==> config.mk <==
export PLATFORM = sky130hd
export DESIGN_NAME = uart_word_packer
export DESIGN_NICKNAME = d
export VERILOG_FILES = /design/src/rtl/uart_word_packer.sv
export SDC_FILE = /design/constraint.sdc
export NUM_CORES = 1
export LEC_CHECK = 0
export CORE_ASPECT_RATIO = 2
export CORE_UTILIZATION = 47
export CTS_BUF_LIST = sky130_fd_sc_hd__clkbuf_4
export DETAILED_ROUTE_END_ITERATION = 16
export GPL_TIMING_DRIVEN = 0
export HOLD_SLACK_MARGIN = 0.05
export PLACE_DENSITY = 0.68
export SYNTH_ARGS = -nofsm -noshare
export SYNTH_HDL_FRONTEND = slang
export SYNTH_SLANG_ARGS = --single-unit
==> constraint.sdc <==
create_clock -name clk -period 2.8 [get_ports clk]
set_clock_uncertainty 0.2 [all_clocks]
set_input_delay 0.42 -clock clk [delete_from_list [all_inputs] [get_ports clk]]
set_output_delay 0.42 -clock clk [all_outputs]
set_load 0.02 [all_outputs]
==> src/rtl/uart_word_packer.sv <==
// Packs UART bytes big-endian into FIFO_WR_BYTE-byte words, counts frames and drops.
// Optional macro PACK_TIMEOUT_EN adds an idle-gap resync of the partial word and frame count.
module uart_word_packer #(
  parameter int FIFO_WR_BYTE  = 4,
  parameter int FIFO_WR_WIDTH = 32,
  parameter int FRAME_WORDS   = 1228800,
  parameter int TIMEOUT_CYC   = 2000
) (
  input  logic                     clk,
  input  logic                     rst,
  input  logic [7:0]               byte_data,
  input  logic                     byte_valid,
  input  logic                     wr_full,
  output logic [FIFO_WR_WIDTH-1:0] fifo_wr_data,
  output logic                     fifo_wr_en,
  output logic                     frame_done,
  output logic [15:0]              drop_cnt,
  output logic                     timeout_pulse
);

  localparam int IDX_W  = (FIFO_WR_BYTE > 1) ? $clog2(FIFO_WR_BYTE) : 1;
  localparam int WCNT_W = (FRAME_WORDS > 1) ? $clog2(FRAME_WORDS) : 1;
  localparam logic [IDX_W-1:0]  LAST_IDX  = IDX_W'(FIFO_WR_BYTE - 1);
  localparam logic [WCNT_W-1:0] LAST_WORD = WCNT_W'(FRAME_WORDS - 1);

  typedef enum logic {ST_EMPTY, ST_FILL} state_t;

  state_t                   r_state;
  state_t                   w_state_next;
  logic [IDX_W-1:0]         r_byte_idx;
  logic [IDX_W-1:0]         w_idx_cur;
  logic [WCNT_W-1:0]        r_word_cnt;
  logic [WCNT_W-1:0]        w_word_cnt_cur;
  logic [FIFO_WR_WIDTH-1:0] r_word;
  logic [FIFO_WR_WIDTH-1:0] w_word_merged;
  logic [FIFO_WR_WIDTH-1:0] r_fifo_wr_data;
  logic                     r_fifo_wr_en;
  logic                     r_frame_done;
  logic [15:0]              r_drop_cnt;
  logic                     w_timeout;
  logic                     w_last_byte;

`ifdef PACK_TIMEOUT_EN
  localparam int IDLE_W = $clog2(TIMEOUT_CYC + 1);
  localparam logic [IDLE_W-1:0] IDLE_MAX  = IDLE_W'(TIMEOUT_CYC);
  localparam logic [IDLE_W-1:0] IDLE_FIRE = IDLE_W'(TIMEOUT_CYC - 1);

  logic [IDLE_W-1:0] r_idle_cnt;
  logic              r_timeout_pulse;

  // Counts consecutive cycles without a byte; parks at TIMEOUT_CYC so each gap fires once.
  always_ff @(posedge clk) begin
    if (rst) begin
      r_idle_cnt <= '0;
    end else if (byte_valid) begin
      r_idle_cnt <= '0;
    end else if (r_idle_cnt != IDLE_MAX) begin
      r_idle_cnt <= r_idle_cnt + 1'b1;
    end
  end

  assign w_timeout = (r_idle_cnt == IDLE_FIRE);

  always_ff @(posedge clk) begin
    if (rst) begin
      r_timeout_pulse <= 1'b0;
    end else begin
      r_timeout_pulse <= w_timeout;
    end
  end

  assign timeout_pulse = r_timeout_pulse;
`else
  assign w_timeout     = 1'b0;
  assign timeout_pulse = 1'b0;
`endif

  // A resync in this cycle takes effect before any byte arriving in the same cycle.
  assign w_idx_cur      = w_timeout ? '0 : r_byte_idx;
  assign w_word_cnt_cur = w_timeout ? '0 : r_word_cnt;
  assign w_last_byte    = (w_idx_cur == LAST_IDX);

  generate
    for (genvar gi = 0; gi < FIFO_WR_BYTE; gi++) begin : g_lane
      localparam int LSB = (FIFO_WR_BYTE - 1 - gi) * 8;
      assign w_word_merged[LSB +: 8] =
        (byte_valid && (w_idx_cur == IDX_W'(gi))) ? byte_data : r_word[LSB +: 8];
    end
  endgenerate

  always_comb begin
    w_state_next = r_state;
    if (w_timeout) begin
      w_state_next = ST_EMPTY;
    end
    if (byte_valid) begin
      w_state_next = w_last_byte ? ST_EMPTY : ST_FILL;
    end
  end

  always_ff @(posedge clk) begin
    if (rst) begin
      r_state        <= ST_EMPTY;
      r_byte_idx     <= '0;
      r_word_cnt     <= '0;
      r_word         <= '0;
      r_fifo_wr_data <= '0;
      r_fifo_wr_en   <= 1'b0;
      r_frame_done   <= 1'b0;
      r_drop_cnt     <= '0;
    end else begin
      r_state      <= w_state_next;
      r_byte_idx   <= w_idx_cur;
      r_word_cnt   <= w_word_cnt_cur;
      r_fifo_wr_en <= 1'b0;
      r_frame_done <= 1'b0;
      if (byte_valid) begin
        r_word     <= w_word_merged;
        r_byte_idx <= w_last_byte ? '0 : w_idx_cur + 1'b1;
        if (w_last_byte) begin
          r_frame_done <= (w_word_cnt_cur == LAST_WORD);
          r_word_cnt   <= (w_word_cnt_cur == LAST_WORD) ? '0 : w_word_cnt_cur + 1'b1;
          if (wr_full) begin
            if (r_drop_cnt != 16'hFFFF) begin
              r_drop_cnt <= r_drop_cnt + 16'd1;
            end
          end else begin
            r_fifo_wr_en   <= 1'b1;
            r_fifo_wr_data <= w_word_merged;
          end
        end
      end
    end
  end

  assign fifo_wr_data = r_fifo_wr_data;
  assign fifo_wr_en   = r_fifo_wr_en;
  assign frame_done   = r_frame_done;
  assign drop_cnt     = r_drop_cnt;

endmodule

==> results of run 1 <==
==> power groups by stage <==
stage               clock network [W]  registers (W)  logic [W]
floorplan                           0        0.00145  0.0000908
global placement                    0        0.00144   0.000150
detailed placement                  0        0.00144   0.000152
CTS                          0.000794        0.00141   0.000153
global route                 0.000852        0.00142   0.000166
finish                       0.000782        0.00141   0.000150
==> final cells by class <==
class,instances,area [um^2]
multi-input cells,304,1890
well taps,98,123
clock buffers,9,67.6
inverters,5,18.8
fillers,778,3400
diodes,1,2.50
flip-flops and latches,97,1940
plain buffers,30,123
clock inverters,7,75.1
repair buffers,59,591
==> path summary, 6_finish.rpt <==
| kind | startpoint | endpoint | slack (ns) | cells past startpoint |
|---|---|---|---|---|
| min | byte_valid | r_byte_idx[0] | 0.09 | 3 |
| min reg2reg | fifo_wr_data[6] | fifo_wr_data[6] | 0.27 | 2 |
| max reg2reg | r_byte_idx[0] | r_word_cnt[13] | 0.27 | 6 |
| max | r_byte_idx[0] | r_word_cnt[13] | 0.27 | 6 |
==> cell usage after synthesis (all sizes together) (4+ instances only) <==
cell type	n
dfxtp	97
nor2	72
nand2	32
a21oi	27
mux2i	26
a211oi	24
clkbuf	23
nand3	14
or4	12
o31ai	11
nand4	10
buf	7
or3	7
ha	6
nor2b	6
xor2	6
inv	5
mux2	5
nor3	5
o21ai	5
nor4	4
xnor2	4
==> per-layer routing <==
metal | vias to the layer above | wire, um | track usage [%] | share of wire, %
met5 | - | 0 | 0 | 0
met4 | 0 | 140 | 6.86 | 1.5
met3 | 12 | 353 | 5.71 | 3.8
met2 | 70 | 5260 | 43.0 | 56
met1 | 1577 | 3650 | 22.6 | 39
li1 | 1684 | - | - | -
==> per-stage QoR <==
step | instance area, um^2 | util (%) | setup WS [ns] | instances
detailed placement | 4680 | 56.8 | 0.140 | 593
CTS | 4820 | 58.6 | 0.139 | 609
finish | 4830 | 58.7 | 0.269 | 610
global placement | 4680 | 56.8 | 0.139 | 593
floorplan | 3970 | - | 0.601 | 436
global route | 4830 | 58.7 | 0.0673 | 610
==> sequential cells by signal, summed over array words and instances, names as in the netlist <==
register / count
r_word: 24
frame_done: 1
r_byte_idx: 2
fifo_wr_data: 32
fifo_wr_en: 1
r_word_cnt: 21
drop_cnt: 16
==> critical path, stage by stage (launching register included) <==
cell     delay, ns
dfxtp_1       0.44
ha_1          0.30
nand4_1       0.35
nor4_4        0.58
a21o_1        0.25
buf_2         0.24
a21oi_1       0.07
==> cells by family (layout without fill, tap and decap cells) <==
| kind of cell | Yosys count | after routing | share of synthesized area, % |
|---|---|---|---|
| simple gates | 180 | 180 | 22.6 |
| flops | 97 | 97 | 49.0 |
| compound gates | 76 | 76 | 12.7 |
| buf+inv | 35 | 110 | 3.57 |
| mux | 31 | 31 | 7.98 |
| xor+xnor | 10 | 10 | 2.21 |
| fa+ha+maj | 6 | 6 | 1.89 |
| other cells | 1 | 2 | 0.0946 |
==> what timing repair did <==
item	CTS	global route
setup endpoints to repair	0	7
resized for setup	0	1
hold buffers	0	0
==> results.yml, run 1 <==
logic_synthesis:
  synth_seq_area_share_pct: 49.0
  async_flop_share_pct: 0
  synth_seq_cells: 97
  synthCells: 436
  synth_area_leaders: "dfxtp_1 (49%), nor2_1 (6.8%), mux2i_1 (6.6%)"
  synth_nets: 454
  syn_area_mm2: 0.00397
  avgSynthCellArea_um2: 9.09
  synth_top_cell_by_area: "dfxtp_1"
  yosys_warnings: 0
  synth_ff_type: "dfxtp_1"
  synthDistinctLibCells: 44
  synth_top_area_share_pct: 49.0
  synth-edff-count: 0
route:
  avgRoutedWirePerCell_um: 15.4
  drtIter0Drc: 167
  wl_um: 9400
  vias_per_cell: 5.48
  drc: 0
  firstDrtPassIters: 6
  antenna_left: 0
  num_vias: 3343
clock_network:
  clock_path_buffers: 2
  clock-root-buffer: "clkbuf_4"
  cts_made_buffers: 9
  clk_pin_slew_ns: 0.15
  htreeDepth: 3
  cts_sinks: 97
  clock_latency_ns: 0.47
  cts_tree: "yes"
  cts_setup_buffers: 0
job:
  maxCapViolCount: 0
worst_setup_path:
  critPathRequiredTime_ns: 2.95
  crit_path_end_kind: "flop"
  start_kind: "flop"
  cp_max_fo: 10
  worstSetupPathType: "flop to flop"
  cp.arrival_ns: 2.68
sta:
  setup_viol: 0
  period_minus_slack_ns: 2.53
  drv_slew: 0
  rsz0062_at_grt: "false"
  hold_viol_final: 0
  fin_setup_tns_ns: 0
  min_period_over_period_pct: 90.4
  fmax_ghz: 0.395
  worst_pin_slew_ns: 0.703
  maxSlewHeadroom_pct: 52.8
  timing.hold.ws_ns: 0.0932
global_route:
  grt_max_degree: 18
  antenna_found_initial: 1
  grt_pass1_wl_um: 15100
  overflow: 0
  grt_use_total_pct: 22.6
  first_global_vias: 3211
pwr:
  peakVddDrop_v: 0.000367
  p_comb_share_pct: 6.4
  clkPwrFrac_pct: 33.3
  internal_power_w: 0.00174
  swShare_pct: 25.8
  power_w: 0.00235
  pwr-share-seq_pct: 60.3
  p_leak_nw: 1.73
  powerDensity_mw_per_mm2: 486
  p_sw_w: 0.000605
placement:
  portBuffers: 59
  gp_congestion: 0.827
  hpwlAfterDp_um: 6960
worst_hold_path:
  worst_hold_path_type: "input port to flop"
final_layout:
  syn_to_final_growth_pct: 21.9
  layout-drive-gt1-share_pct: 6.07
  num-nets-final: 524
  final_common_cell: "dfxtp_1"
  final_cell_mix: "dfxtp_1 (97), nor2_1 (72), clkdlybuf4s50_1 (59), nand2_1 (32), a21oi_1 (27)"
floorplan:
  die_y_um: 132
  initial_core_util_pct: 48.2
  row_count: 47
  core_area_mm2: 0.00823
  die_w_um: 66.9
  die_area_mm2: 0.00883
  ios: 63
run_status:
  status: "completed"
No activity file was read; power rests on OpenSTA's default activity.
==> run 2, diff against run 1 <==
--- a/config.mk
+++ b/config.mk
@@ -11,6 +11,7 @@
 export DETAILED_ROUTE_END_ITERATION = 16
 export GPL_TIMING_DRIVEN = 0
 export HOLD_SLACK_MARGIN = 0.05
+export MAX_ROUTING_LAYER = met4
 export PLACE_DENSITY = 0.68
 export SYNTH_ARGS = -nofsm -noshare
 export SYNTH_HDL_FRONTEND = slang
==> run 2 against run 1 <==
Cell count unchanged; register-to-register slack about the same; sequential share of layout area stayed put; wire length rose by 0.13%; largest cell class unchanged; largest power group unchanged; highest routed layer unchanged.
==> results.yml, run 2 (synthesis results as in run 1) <==
worst_setup_path:
  cp.arrival_ns: 2.68
  path_cells: "ha_1 > nand4_1 > nor4_4 > a21o_1 > buf_2 > a21oi_1"
  crit_family: "simple AND/OR/NAND/NOR gates"
  crit_path_end_kind: "flop"
  max_stage_delay_ns: 0.57
  critPathRequiredTime_ns: 2.94
  start_kind: "flop"
  cpMaxStageDelayCell: "nor4_4"
  worstSetupPathType: "flop to flop"
  cp_max_fo: 10
  cp_num_buf_inv: 1
final_layout:
  fillCellCount: 778
  final_common_cell: "dfxtp_1"
  post-route-util_pct: 58.7
  layout-drive-gt1-share_pct: 6.07
  num-nets-final: 524
  multi_input_area_mm2: 0.00189
  regArea_mm2: 0.00194
  syn_to_final_growth_pct: 21.9
  largest_reg_flops: 32
  final_cell_mix: "dfxtp_1 (97), nor2_1 (72), clkdlybuf4s50_1 (59), nand2_1 (32), a21oi_1 (27)"
run_status:
  status: "completed"
route:
  vias_per_cell: 5.50
  firstDrtPassIters: 6
  avgRoutedWirePerCell_um: 15.4
  wl_um: 9410
  num_vias: 3354
  antenna_left: 0
  drtIter0Drc: 161
  drc: 0
placement:
  gp_congestion: 0.840
  hpwlAfterDp_um: 6960
  portBuffers: 59
global_route:
  antenna_found_initial: 1
  grt_max_degree: 18
  grt_use_total_pct: 23.3
  top_usage_layer: "met2"
  first_global_vias: 3208
  grt_use_met3_pct: 4.93
  met2_usage_pct: 42.8
  grt_pass1_wl_um: 15100
  use_met1_pct: 22.9
  overflow: 0
floorplan:
  initial_core_util_pct: 48.2
  core_area_mm2: 0.00823
  ios: 63
  die_w_um: 66.9
  die_area_mm2: 0.00883
  row_count: 47
  die_y_um: 132
clock_network:
  cts_tree: "yes"
  cts_made_buffers: 9
  clock_path_buffers: 2
  clk_pin_slew_ns: 0.15
  htreeDepth: 3
  cts_hold_buf: 0
  cts_setup_buffers: 0
  cts_sinks: 97
  clock-root-buffer: "clkbuf_4"
  clock_latency_ns: 0.46
sta:
  drv_slew: 0
  maxSlewHeadroom_pct: 52.4
  min_period_over_period_pct: 90.5
  period_minus_slack_ns: 2.53
  rsz0062_at_grt: "false"
  setup_viol: 0
  fin_setup_tns_ns: 0
  worst_pin_slew_ns: 0.708
  hold_viol_final: 0
  fmax_ghz: 0.395
pwr:
  power_w: 0.00234
  peakVddDrop_v: 0.000363
  p_leak_nw: 1.73
  powerDensity_mw_per_mm2: 485
worst_hold_path:
  worst_hold_path_type: "input port to flop"
job:
  maxCapViolCount: 0
run 2: cell counts in the layout (fill, tap and decap cells not counted):
Identical to the previous run, type by type.
run 2: path summary, 6_finish.rpt:
check / from / to / slack [ns] / depth (start not counted)
worst min-delay path: byte_valid / r_byte_idx[0] / 0.10 / 3
worst max register to register: r_byte_idx[0] / r_word_cnt[13] / 0.27 / 6
worst min register to register: fifo_wr_data[6] / fifo_wr_data[6] / 0.27 / 2
worst max-delay path: r_byte_idx[0] / r_word_cnt[13] / 0.27 / 6
run 2: report_power, final:
group          internal (W)  switching (W)
clock              0.000279       0.000499
sequential          0.00140      0.0000102
combinational     0.0000583      0.0000925
total               0.00174       0.000602
run 2: metrics by stage:
| step | setup WS [ns] | instances | area, um^2 | hold WS [ns] |
|---|---|---|---|---|
| after global placement | 0.139 | 593 | 4680 | 0.249 |
| final | 0.267 | 610 | 4830 | 0.104 |
| after floorplan | 0.601 | 436 | 3970 | 0.247 |
| after detailed placement | 0.140 | 593 | 4680 | 0.255 |
| after global routing | 0.0672 | 610 | 4830 | 0.105 |
| after CTS | 0.139 | 609 | 4820 | 0.0882 |
run 2: per-layer routing:
layer  vias up  routed length, um
met5         -                  0
met4         0                119
li1       1684                  -
met3        11                322
met1      1588               3710
met2        71               5260
run 2: layout make-up:
cell class / count / area share [%]
well taps: 98 / 2.54
diodes: 1 / 0.0518
repair buffers: 59 / 12.2
clock inverters: 7 / 1.55
plain buffers: 30 / 2.54
flip-flops and latches: 97 / 40.2
multi-input cells: 304 / 39.1
inverters: 5 / 0.388
clock buffers: 9 / 1.40
run 2: timing repair:
item,CTS,global route
hold endpoints to repair,0,0
resized for setup,0,1
endpoints found under the setup margin,0,7
run 2: tightest hold or removal path, delay by kind of cell:
kind,cells,cell delay (ns)
buffers and inverters,1,0.15
multiplexers,1,0.08
AND/OR/NAND/NOR,1,0.07
==> run 3, diff against run 2 <==
--- a/config.mk
+++ b/config.mk
@@ -10,7 +10,6 @@
 export CTS_BUF_LIST = sky130_fd_sc_hd__clkbuf_4
 export DETAILED_ROUTE_END_ITERATION = 16
 export GPL_TIMING_DRIVEN = 0
-export HOLD_SLACK_MARGIN = 0.05
 export MAX_ROUTING_LAYER = met4
 export PLACE_DENSITY = 0.68
 export SYNTH_ARGS = -nofsm -noshare
==> results of run 3 <==
Same layout as run 2: the final DEF is identical, and so are final timing and power.
